--- config.mk ---
export PLATFORM = sky130hd
export DESIGN_NAME = insn_fetch_queue
export DESIGN_NICKNAME = d
export VERILOG_FILES = /design/src/rtl/insn_fetch_queue.sv
export SDC_FILE = /design/constraint.sdc
export NUM_CORES = 1
export LEC_CHECK = 0
export ABC_AREA = 0
export BUFFER_PORTS_ARGS = -buffer_cell sky130_fd_sc_hd__buf_2
export CAP_MARGIN = 10
export CELL_PAD_IN_SITES_DETAIL_PLACEMENT = 0
export CELL_PAD_IN_SITES_GLOBAL_PLACEMENT = 1
export CORE_ASPECT_RATIO = 0.7
export CORE_MARGIN = 2
export CORE_UTILIZATION = 40
export DETAILED_ROUTE_END_ITERATION = 10
export PLACE_DENSITY_LB_ADDON = 0.15
export SLEW_MARGIN = 20
export SYNTH_ARGS = -nofsm -noshare
export SYNTH_HDL_FRONTEND = slang
export SYNTH_SLANG_ARGS = --single-unit
export TNS_END_PERCENT = 100
--- constraint.sdc ---
create_clock -name clk -period 5.9 [get_ports clk]
set_clock_uncertainty 0.05 [all_clocks]
set_input_delay 0.59 -clock clk [delete_from_list [all_inputs] [get_ports clk]]
set_output_delay 0.59 -clock clk [all_outputs]
set_load 0.005 [all_outputs]
--- src/rtl/insn_fetch_queue.sv ---
`default_nettype none
// +-----------------------------------------------------------------------------+
// | insn_fetch_queue: imem prefetch FIFO feeding decode, with redirect flushing.  |
// | Optional FETCH_BYPASS_EN lets an empty-queue response reach decode the same   |
// | cycle it arrives.                                                             |
// | Rev 1.0                                                                       |
// +-----------------------------------------------------------------------------+
module insn_fetch_queue #(
  parameter int          DEPTH    = 4,
  parameter logic [15:0] NOP_WORD = 16'h0201
) (
  input  logic        clk,
  input  logic        reset,
  output logic        imem_rd,
  output logic [15:0] imem_addr,
  input  logic [15:0] imem_data,
  input  logic        redirect,
  input  logic [15:0] redirect_pc,
  input  logic        halt,
  output logic        out_valid,
  input  logic        out_ready,
  output logic [15:0] out_ir,
  output logic [15:0] out_pc
);

  localparam int PW = (DEPTH > 1) ? $clog2(DEPTH) : 1;
  localparam int CW = PW + 1;
  localparam logic [CW:0] C_DEPTH_OCC = (CW + 1)'(DEPTH);

  logic [15:0]   fpc_q, fpc_d;
  logic [CW-1:0] count_q, count_d;
  logic [PW-1:0] rd_ptr_q, rd_ptr_d;
  logic [PW-1:0] wr_ptr_q, wr_ptr_d;
  logic          inflight_q, inflight_d;
  logic          epoch_q, epoch_d;
  logic [15:0]   req_pc_q, req_pc_d;
  logic          req_epoch_q, req_epoch_d;
  logic [15:0]   fifo_ir_q [DEPTH];
  logic [15:0]   fifo_ir_d [DEPTH];
  logic [15:0]   fifo_pc_q [DEPTH];
  logic [15:0]   fifo_pc_d [DEPTH];

  logic [CW:0]   occupancy;
  logic          issue;
  logic          resp_ok;
  logic          bypass;
  logic          fire;
  logic          push;
  logic          fifo_pop;

  // Credits count the in-flight word so a full FIFO can never be overrun.
  always_comb begin
    occupancy = {1'b0, count_q} + {{CW{1'b0}}, inflight_q};
    issue     = !reset && !redirect && !halt && (occupancy < C_DEPTH_OCC);
    resp_ok   = inflight_q && (req_epoch_q == epoch_q) && !redirect;
`ifdef FETCH_BYPASS_EN
    bypass    = resp_ok && (count_q == '0);
`else
    bypass    = 1'b0;
`endif
    out_valid = ((count_q != '0) || bypass) && !redirect;
    out_ir    = NOP_WORD;
    out_pc    = 16'h0000;
    if (bypass) begin
      out_ir = imem_data;
      out_pc = req_pc_q;
    end else if (count_q != '0) begin
      out_ir = fifo_ir_q[rd_ptr_q];
      out_pc = fifo_pc_q[rd_ptr_q];
    end
    fire      = out_valid && out_ready;
    fifo_pop  = fire && (count_q != '0);
    push      = resp_ok && !(bypass && fire);
    imem_rd   = issue;
    imem_addr = fpc_q;
  end

  always_comb begin
    fpc_d       = fpc_q;
    count_d     = count_q;
    rd_ptr_d    = rd_ptr_q;
    wr_ptr_d    = wr_ptr_q;
    inflight_d  = issue;
    epoch_d     = epoch_q;
    req_pc_d    = req_pc_q;
    req_epoch_d = req_epoch_q;
    fifo_ir_d   = fifo_ir_q;
    fifo_pc_d   = fifo_pc_q;

    if (issue) begin
      fpc_d       = fpc_q + 16'd1;
      req_pc_d    = fpc_q;
      req_epoch_d = epoch_q;
    end

    // The epoch toggle marks anything requested before the redirect as stale.
    if (redirect) begin
      fpc_d    = redirect_pc;
      count_d  = '0;
      rd_ptr_d = '0;
      wr_ptr_d = '0;
      epoch_d  = !epoch_q;
    end else begin
      if (push) begin
        fifo_ir_d[wr_ptr_q] = imem_data;
        fifo_pc_d[wr_ptr_q] = req_pc_q;
        wr_ptr_d            = wr_ptr_q + PW'(1);
      end
      if (fifo_pop) begin
        rd_ptr_d = rd_ptr_q + PW'(1);
      end
      case ({push, fifo_pop})
        2'b10:   count_d = count_q + CW'(1);
        2'b01:   count_d = count_q - CW'(1);
        default: count_d = count_q;
      endcase
    end
  end

  always_ff @(posedge clk or posedge reset) begin
    if (reset) begin
      fpc_q       <= '0;
      count_q     <= '0;
      rd_ptr_q    <= '0;
      wr_ptr_q    <= '0;
      inflight_q  <= 1'b0;
      epoch_q     <= 1'b0;
      req_pc_q    <= '0;
      req_epoch_q <= 1'b0;
      fifo_ir_q   <= '{default: '0};
      fifo_pc_q   <= '{default: '0};
    end else begin
      fpc_q       <= fpc_d;
      count_q     <= count_d;
      rd_ptr_q    <= rd_ptr_d;
      wr_ptr_q    <= wr_ptr_d;
      inflight_q  <= inflight_d;
      epoch_q     <= epoch_d;
      req_pc_q    <= req_pc_d;
      req_epoch_q <= req_epoch_d;
      fifo_ir_q   <= fifo_ir_d;
      fifo_pc_q   <= fifo_pc_d;
    end
  end

endmodule
`default_nettype wire

==> impl_metrics.env, run 1 <==
export IMPL_crit_fanout=34
export IMPL_wl_per_cell_um=18.32
export IMPL_relSlewSlack_pct=20.03
export IMPL_coreArea_mm2=0.01908
export IMPL_overflow=0
export IMPL_crit_path_end_kind="primary output"
export IMPL_dp_slack_ps=2770
export IMPL_ys_seq_elements=170
export IMPL_synth_top_area_cell="dfrtp_1"
export IMPL_antenna_cells=0
export IMPL_grt_setup_unrepaired="no"
export IMPL_grt_pass1_wl_um=27830
export IMPL_ys_flop_type="dfrtp_1"
export IMPL_portBuffers=86
export IMPL_dp_hpwl_um=10830
export IMPL_peakVddDrop_mv=0.2187
export IMPL_insertion_delay_ps=420
export IMPL_ios=87
export IMPL_first_pass_iters=4
export IMPL_crit_arrival_ps=2490
export IMPL_drive_above_1_share_pct=43.41
export IMPL_maxSlewViolCount=0
export IMPL_cp_depth=6
export IMPL_netlist_area_leader_share_pct=54.20
export IMPL_cp_cell_sequence="buf_2, nor4_1, nand2_1, buf_4, inv_1, buf_2"
export IMPL_seq_area_frac_synth_pct=54.20
export IMPL_hold_violations=0
export IMPL_placement_rows=42
export IMPL_critPathKind="primary input to primary output"
export IMPL_place_congestion=0.8121
export IMPL_fin_ws_ps=2770
export IMPL_status="completed"
export IMPL_async_flop_share_pct=100.0
export IMPL_antenna_found_initial=0
export IMPL_hold_path_class="primary input to async pin"
export IMPL_vias_per_cell=5.230
export IMPL_worst_r2r_path_depth=4
export IMPL_fin_area_mm2=0.009046
export IMPL_ant_nets=0
export IMPL_syn_inst=585
export IMPL_synth_common_cells="170 x dfrtp_1, 130 x mux2_2, 62 x nand2_1"
export IMPL_cts_reportedPaths_clkPinSlew_ps=60
export IMPL_cts_buffer_depth=2
export IMPL_drt_wl_total_um=17080
export IMPL_drc=0
export IMPL_holdBufCountCts=0
export IMPL_die_h_um=121.2
export IMPL_tns_ps=0
export IMPL_avgSynthCellArea_um2=13.42
export IMPL_area_delta_synth_final_pct=15.26
export IMPL_slowest_stage="nor4_1"
export IMPL_synth_edf_count=0
export IMPL_grt_pass1_vias=5129
export IMPL_finalCriticalPeriod_ps=3130
export IMPL_yosysMostFrequentCell="dfrtp_1"
export IMPL_grt_max_degree=114
export IMPL_cts_buffers=17
export IMPL_synthTopCellsByArea="dfrtp_1 54%, mux2_2 19%, mux4_2 9.2%, nand2_1 3.0%, and2_1 2.4%"
export IMPL_track_usage_pct=17.67
export IMPL_power_leakage_uw=0.004416
export IMPL_ys_types=44
export IMPL_period_share_pct=53.05
export IMPL_path_buf_inv=4
export IMPL_cap_violations=0
export IMPL_place_area_mm2=0.008491
export IMPL_dieArea_mm2=0.02078
export IMPL_powerDensity_mw_per_mm2=392.8
export IMPL_max_freq_ghz=0.3195
export IMPL_drt_iter0_markers=326
export IMPL_critical_path_top_delay_family="buffers and inverters"
export IMPL_cp_data_required_time_ps=5260
export IMPL_num_vias=4874
export IMPL_max_slew_worst_pin_slew_ps=1190
export IMPL_yosysWarnings=0
export IMPL_fin_nets=699
export IMPL_worst_path_largest_cell_delay_ps=520
export IMPL_clockRootBuffer="clkbuf_16"
export IMPL_cts_sinks=170
export IMPL_cts_repair_resized=0
export IMPL_timing_critical_path_mode_cell="buf_2"
export IMPL_die_x_um=171.4
export IMPL_htreeDepth=4
export IMPL_start_util_pct=41.15
export IMPL_cp_start_kind="primary input"
export IMPL_netlist_area_mm2=0.007849
export IMPL_setup_viol=0
export IMPL_synth_net_count=628
export IMPL_cts_repair_timing_setup_buffer_count=0
export IMPL_cts_tree="yes"
export IMPL_finalPower_uw=3554
==> cells in the final DEF (no fill, tap or decap), types with 10 or more instances in the layout <==
master	n
and2_1	30
buf_2	86
clkbuf_16	17
dfrtp_1	168
inv_1	10
mux2_2	130
mux4_2	32
nand2_1	58
nand3_1	10
nor2_1	11
o21ai_0	13
==> final timing paths <==
kind,end,from,slack [ps]
worst max-delay path,imem_rd,redirect,2770
worst min-delay path,imem_addr[15],reset,270
worst max register to register,fifo_pc_q[47],epoch_q,3360
worst min register to register,fifo_pc_q[16],fifo_pc_q[16],450
max in group asynchronous,rd_ptr_q[1],reset,4260
min in group clk,imem_addr[0],redirect_pc[0],330
==> final cells by class <==
class                      instances  area (um^2)
fill                            1686        10030
sequential                       170         4257
multi-input combinational        366         3397
timing repair buffer              90        460.4
clock buffer                      22        454.2
tap                              264        330.3
clock inverter                     9        98.84
inverter                          11        48.80
==> where the power goes <==
group / switching, uW / total [uW] / internal (uW) / leakage, uW
Combinational: 416 / 915 / 500 / 0.00187
Clock: 435 / 1060 / 628 / 0.000277
Sequential: 191 / 1570 / 1380 / 0.00227
Total: 1040 / 3550 / 2510 / 0.00442
==> logic make-up after synthesis <==
kind of cell / Yosys count / synth area share (%)
multiplexers: 167 / 28.47
XOR/XNOR: 7 / 0.7811
buffers and inverters: 49 / 2.646
adder cells (fa/ha/maj): 6 / 1.052
flip-flops: 170 / 54.20
AND/OR/NAND/NOR: 148 / 9.501
AO/OA/AOI/OAI: 38 / 3.348
==> routing by layer <==
layer  wire length (um)  vias up  global-route usage, %
li1                   -     2242                      -
met1               8541     2563                  26.02
met2               7867       53                  26.41
met3                443       16                  3.588
met4                226        0                  5.350
met5                  0        -                      0
==> sequential cells by signal, summed over array words and instances (netlist names) <==
| signal | flops |
|---|---|
| fifo_ir_q | 64 |
| fifo_pc_q | 64 |
| imem_addr | 16 |
| req_pc_q | 16 |
| count_q | 3 |
| rd_ptr_q | 2 |
| wr_ptr_q | 2 |
| epoch_q | 1 |
| inflight_q | 1 |
| req_epoch_q | 1 |
==> stage by stage <==
step                      instances  util [%]  hold slack (ps)
after floorplan                 585         -            415.4
after global placement          901     44.51            430.8
after detailed placement        901     44.51            439.8
after CTS                       932     47.41            312.8
after global routing            932     47.42            339.9
final                           932     47.42            265.4
No activity file was read; power rests on OpenSTA's default activity.
==> inputs of run 2 (changes only) <==
clock period = 2.8 ns   (was 5.9 ns; I/O delays follow)
==> run 2 against run 1 <==
  * Sequential power up 110%
  * Clock power up 110%
  * Utilization grew 0.89 points
  * Count of clock-buffer cells in the layout up 2
  * Critical path type is now flop to primary output
==> impl_metrics.env, run 2 (synthesized netlist as in run 1, its figures left out) <==
export IMPL_track_usage_pct=18.07
export IMPL_drt_wl_total_um=17440
export IMPL_grt_pass1_wl_um=28460
export IMPL_cts_repair_timing_setup_buffer_count=0
export IMPL_placement_rows=42
export IMPL_finalCriticalPeriod_ps=2537
export IMPL_cp_start_kind="flop"
export IMPL_die_h_um=121.2
export IMPL_hold_violations=0
export IMPL_area_delta_synth_final_pct=17.42
export IMPL_place_area_mm2=0.008647
export IMPL_antenna_found_initial=0
export IMPL_overflow=0
export IMPL_grt_pass1_vias=5349
export IMPL_seqCellArea_mm2=0.004257
export IMPL_drc=0
export IMPL_fill_cells=1717
export IMPL_cts_sinks=170
export IMPL_portBuffers=86
export IMPL_cts_tree="yes"
export IMPL_period_share_pct=90.61
export IMPL_stdcell_count=950
export IMPL_coreArea_mm2=0.01908
export IMPL_r2r_setup_slack_ps=590
export IMPL_status="completed"
export IMPL_die_x_um=171.4
export IMPL_final_core_util_pct=48.31
export IMPL_drive_above_1_share_pct=44.61
export IMPL_place_congestion=0.8460
export IMPL_crit_fanout=21
export IMPL_peakVddDrop_mv=0.4174
export IMPL_cts_reportedPaths_clkPinSlew_ps=60
export IMPL_whs_ps=28.30
export IMPL_relSlewSlack_pct=48.06
export IMPL_clockRootBuffer="clkbuf_16"
export IMPL_maxSlewViolCount=0
export IMPL_dieArea_mm2=0.02078
export IMPL_crit_path_end_kind="primary output"
export IMPL_tns_ps=0
export IMPL_final_cell_mix="168 x dfrtp_1, 130 x mux2_2, 86 x buf_2"
export IMPL_placed_cells=917
export IMPL_antenna_cells=0
export IMPL_wl_per_cell_um=18.35
export IMPL_multi_input_area_mm2=0.003397
export IMPL_critPathKind="flop to primary output"
export IMPL_setup_viol=0
export IMPL_hold_path_class="primary input to flop"
export IMPL_start_util_pct=41.15
export IMPL_num_vias=4997
export IMPL_grt_max_degree=79
export IMPL_power_leakage_uw=0.004487
export IMPL_cts_buffer_depth=2
export IMPL_powerDensity_mw_per_mm2=815.8
export IMPL_ant_nets=0
export IMPL_max_freq_ghz=0.3941
export IMPL_insertion_delay_ps=420
export IMPL_drt_iter0_markers=210
export IMPL_fin_area_mm2=0.009216
export IMPL_grt_setup_unrepaired="no"
export IMPL_fin_nets=717
export IMPL_cp_data_required_time_ps=2470
export IMPL_layout_commonest_cell="dfrtp_1"
export IMPL_dp_hpwl_um=11370
export IMPL_first_pass_iters=4
export IMPL_crit_arrival_ps=2210
export IMPL_cts_buffers=17
export IMPL_top_regs="fifo_ir_q x64, fifo_pc_q x64"
export IMPL_max_slew_worst_pin_slew_ps=773.1
export IMPL_htreeDepth=4
export IMPL_ios=87
export IMPL_cap_violations=0
export IMPL_vias_per_cell=5.260
run 2: layer usage:
layer / global-route usage, % / part of all wire (%) / vias to the layer above
li1: - / - / 2285
met1: 24.23 / 47 / 2626
met2: 30.20 / 49 / 76
met3: 4.077 / 3.4 / 10
met4: 3.814 / 0.69 / 0
met5: 0 / 0 / -
run 2: worst max-delay path, stage by stage, from the launching register on:
cell and delay [ps]:
dfrtp_2 630, buf_12 280, mux4_2 540, and2_1 200
buf_2 130
run 2: where the power goes:
group / switching [uW] / internal, uW / total, uW
combinational: 876 / 1110 / 1990
sequential: 405 / 2920 / 3320
clock: 926 / 1290 / 2210
run 2: final timing paths:
check | start | endpoint | depth (start not counted)
max in group asynchronous | reset | fifo_ir_q[28] | 4
min in group asynchronous | reset | imem_addr[9] | 3
worst max-delay path | rd_ptr_q[0] | out_pc[7] | 4
worst min-delay path | redirect_pc[0] | imem_addr[0] | 3
worst min register to register | fifo_ir_q[25] | fifo_ir_q[25] | 1
worst max register to register | count_q[0] | count_q[2] | 7
run 2: per-stage QoR:
stage	total power, uW	setup WS [ps]
global route	7981	127.9
detailed placement	5391	605.2
finish	7519	262.8
floorplan	4617	301.3
CTS	7644	219.5
global placement	5320	618.3
run 2: cell type report:
type                            instances  share of cell area, %
Multi-Input combinational cell        366                  36.86
Timing Repair Buffer                  108                  6.924
Clock buffer                           24                  5.227
Tap cell                              264                  3.584
Sequential cell                       170                  46.19
Clock inverter                          7                 0.7331
Inverter                               11                 0.4887
run 2: what timing repair did:
action | CTS | global route
gates resized for setup | 0 | 0
hold endpoints to repair | 26 | 0
hold buffers | 2 | 0
==> inputs of run 3 (changes only) <==
ABC_AREA = 1   (was 0)
==> run 3 against run 2 <==
  * Sequential share of layout area down 0.53 points
  * Flip-flop and latch count is the same
  * Combinational power is 35% lower
  * Register-to-register slack gained 340 ps
  * Count of clock-buffer cells in the layout shrank 2
  * Cell area is 1.1% higher
  * Fmax up 0.48%
  * Power is 11% lower
  * Sequential power fell by 8.7%
  * Utilization is 1.5 points lower
  * Via count rose by 30%
  * Largest cell class unchanged
==> impl_metrics.env, run 3 <==
export IMPL_cts_reportedPaths_clkPinSlew_ps=60
export IMPL_layout_commonest_cell="nand2_1"
export IMPL_coreArea_mm2=0.01991
export IMPL_cp_cell_sequence="inv_1, buf_12, nor2_1, o311ai_0, buf_2"
export IMPL_cts_repair_resized=0
export IMPL_peakVddDrop_mv=0.4545
export IMPL_synth_top_area_cell="dfrtp_1"
export IMPL_fin_nets=1074
export IMPL_slowest_stage="o311ai_0"
export IMPL_grt_max_degree=107
export IMPL_vias_per_cell=4.938
export IMPL_die_h_um=123.5
export IMPL_ys_flop_type="dfrtp_1"
export IMPL_crit_reg2reg_launch="count_q[0]"
export IMPL_start_util_pct=40.97
export IMPL_top_regs="fifo_ir_q x64, fifo_pc_q x64"
export IMPL_die_x_um=174.7
export IMPL_critical_path_top_delay_family="buffers and inverters"
export IMPL_tns_ps=0
export IMPL_synth_fa_ha_area_share_pct=1.012
export IMPL_placed_cells=1279
export IMPL_first_pass_iters=5
export IMPL_hold_path_class="primary input to flop"
export IMPL_antenna_cells=0
export IMPL_netlist_area_leader_share_pct=52.16
export IMPL_async_flop_share_pct=100.0
export IMPL_ys_types=33
export IMPL_setup_viol=0
export IMPL_htreeDepth=4
export IMPL_max_freq_ghz=0.3960
export IMPL_cap_violations=0
export IMPL_synth_compound_area_share_pct=18.47
export IMPL_ios=87
export IMPL_avgSynthCellArea_um2=8.479
export IMPL_synth_net_count=1005
export IMPL_synth_edf_count=0
export IMPL_drive_above_1_share_pct=17.72
export IMPL_synth_xor_area_share_pct=0.4295
export IMPL_netlist_area_mm2=0.008157
export IMPL_cp_start_kind="flop"
export IMPL_relSlewSlack_pct=49.09
export IMPL_final_cell_mix="202 x nand2_1, 169 x dfrtp_1, 146 x nor2_1"
export IMPL_finalCriticalPeriod_ps=2525
export IMPL_drt_wl_total_um=19890
export IMPL_cp_data_required_time_ps=2470
export IMPL_cts_buffers=17
export IMPL_multi_input_area_mm2=0.003221
export IMPL_seqCellArea_mm2=0.004255
export IMPL_grt_setup_unrepaired="no"
export IMPL_wl_per_cell_um=15.13
export IMPL_drc=0
export IMPL_synthTopCellsByArea="dfrtp_1 52%, nand2_1 9.3%, nor2_1 6.7%, o21ai_1 5.9%, o21ai_0 5.2%"
export IMPL_worst_path_largest_cell_delay_ps=430
export IMPL_syn_inst=962
export IMPL_grt_pass1_wl_um=33000
export IMPL_r2r_setup_slack_ps=930
export IMPL_critPathLaunch="rd_ptr_q[0]"
export IMPL_finalPower_uw=6702
export IMPL_seq_area_frac_synth_pct=52.16
export IMPL_overflow=0
export IMPL_crit_path_end_kind="primary output"
export IMPL_dieArea_mm2=0.02157
export IMPL_final_core_util_pct=46.82
export IMPL_cts_buffer_depth=2
export IMPL_portBuffers=86
export IMPL_drt_iter0_markers=447
export IMPL_track_usage_pct=19.51
export IMPL_path_buf_inv=3
export IMPL_synth_common_cells="202 x nand2_1, 170 x dfrtp_1, 146 x nor2_1"
export IMPL_placement_rows=43
export IMPL_cts_tree="yes"
export IMPL_crit_arrival_ps=2200
export IMPL_status="completed"
export IMPL_grt_pass1_vias=6193
export IMPL_place_congestion=0.8159
export IMPL_antenna_found_initial=0
export IMPL_place_area_mm2=0.008701
export IMPL_stdcell_count=1314
export IMPL_area_delta_synth_final_pct=14.27
export IMPL_hold_violations=0
export IMPL_min_from="redirect_pc[0]"
export IMPL_ys_seq_elements=170
export IMPL_insertion_delay_ps=420
export IMPL_period_share_pct=90.18
export IMPL_synthSimpleGateAreaFrac_pct=19.57
export IMPL_maxSlewViolCount=0
export IMPL_synthMuxAreaShare_pct=0
export IMPL_num_vias=6489
export IMPL_fill_cells=2041
export IMPL_dp_hpwl_um=12800
export IMPL_ant_nets=0
export IMPL_synth_top_family_by_area="simple AND/OR/NAND/NOR gates"
export IMPL_cts_sinks=170
export IMPL_yosysWarnings=0
export IMPL_critPathKind="flop to primary output"
export IMPL_fin_area_mm2=0.009320
export IMPL_clockRootBuffer="clkbuf_16"
export IMPL_powerDensity_mw_per_mm2=719.1
export IMPL_yosysMostFrequentCell="nand2_1"
export IMPL_power_leakage_uw=0.004466
export IMPL_max_slew_worst_pin_slew_ps=763.6
export IMPL_crit_fanout=42
run 3: changes by cell type after synthesis, sizes merged, moves of 22 or more:
cell and change:
a21oi +30, and2 -30, buf +22, inv +59, mux2 -130, mux4 -32
nand2 +146, nor2 +139, o21ai +202
run 3: layout make-up:
type,instances,area share [%]
Clock buffer,22,5.088
Clock inverter,10,1.235
Sequential cell,170,45.66
Multi-Input combinational cell,666,34.55
Tap cell,270,3.625
Inverter,70,2.859
Timing Repair Buffer,106,6.981
run 3: worst reg2reg max path, delay by kind of cell, from the launching register on:
family | cells | cell delay, ps
adders and majority gates | 1 | 380
and+or+nand+nor | 8 | 720
buffers and inverters | 1 | 70
DFF | 1 | 440
AOI/OAI and AO/OA | 1 | 120
run 3: power by group:
group          leakage [uW]  switching, uW  internal (uW)
Combinational       0.00191            807            486
Clock              0.000283            994           1390
Sequential          0.00228            214           2810
run 3: final timing paths:
kind,to,cells past startpoint
max,out_ir[9],5
min,imem_addr[0],3
max reg2reg,count_q[2],11
min reg2reg,fifo_ir_q[7],2
max in group asynchronous,fifo_ir_q[46],4
min in group asynchronous,imem_addr[10],4
run 3: timing repair:
action / CTS / global route
hold buffers: 3 / 0
hold endpoints to repair: 66 / 0
buffers inserted: 0 / 0
run 3: per-layer routing:
metal | share of wire, % | up-vias | global-route usage [%]
met5 | 0 | - | 0
met4 | 0.80 | 0 | 4.583
met3 | 3.8 | 13 | 3.721
met2 | 43 | 112 | 29.27
met1 | 53 | 3085 | 29.18
li1 | - | 3279 | -
run 3: cell families (layout without fill, tap and decap cells):
| group | count (synthesis) | after routing |
|---|---|---|
| buf+inv | 126 | 208 |
| flops | 170 | 170 |
| fa+ha+maj | 6 | 6 |
| simple gates | 392 | 392 |
| xor+xnor | 4 | 4 |
| compound gates | 264 | 264 |
run 3: per-stage QoR:
step / worst slack (ps) / hold WS [ps]
finish: 275.0 / 28.24
global route: 106.1 / 22.05
CTS: 269.0 / 6.177
detailed placement: 764.2 / 364.8
global placement: 784.7 / 367.5
floorplan: 301.3 / 356.8
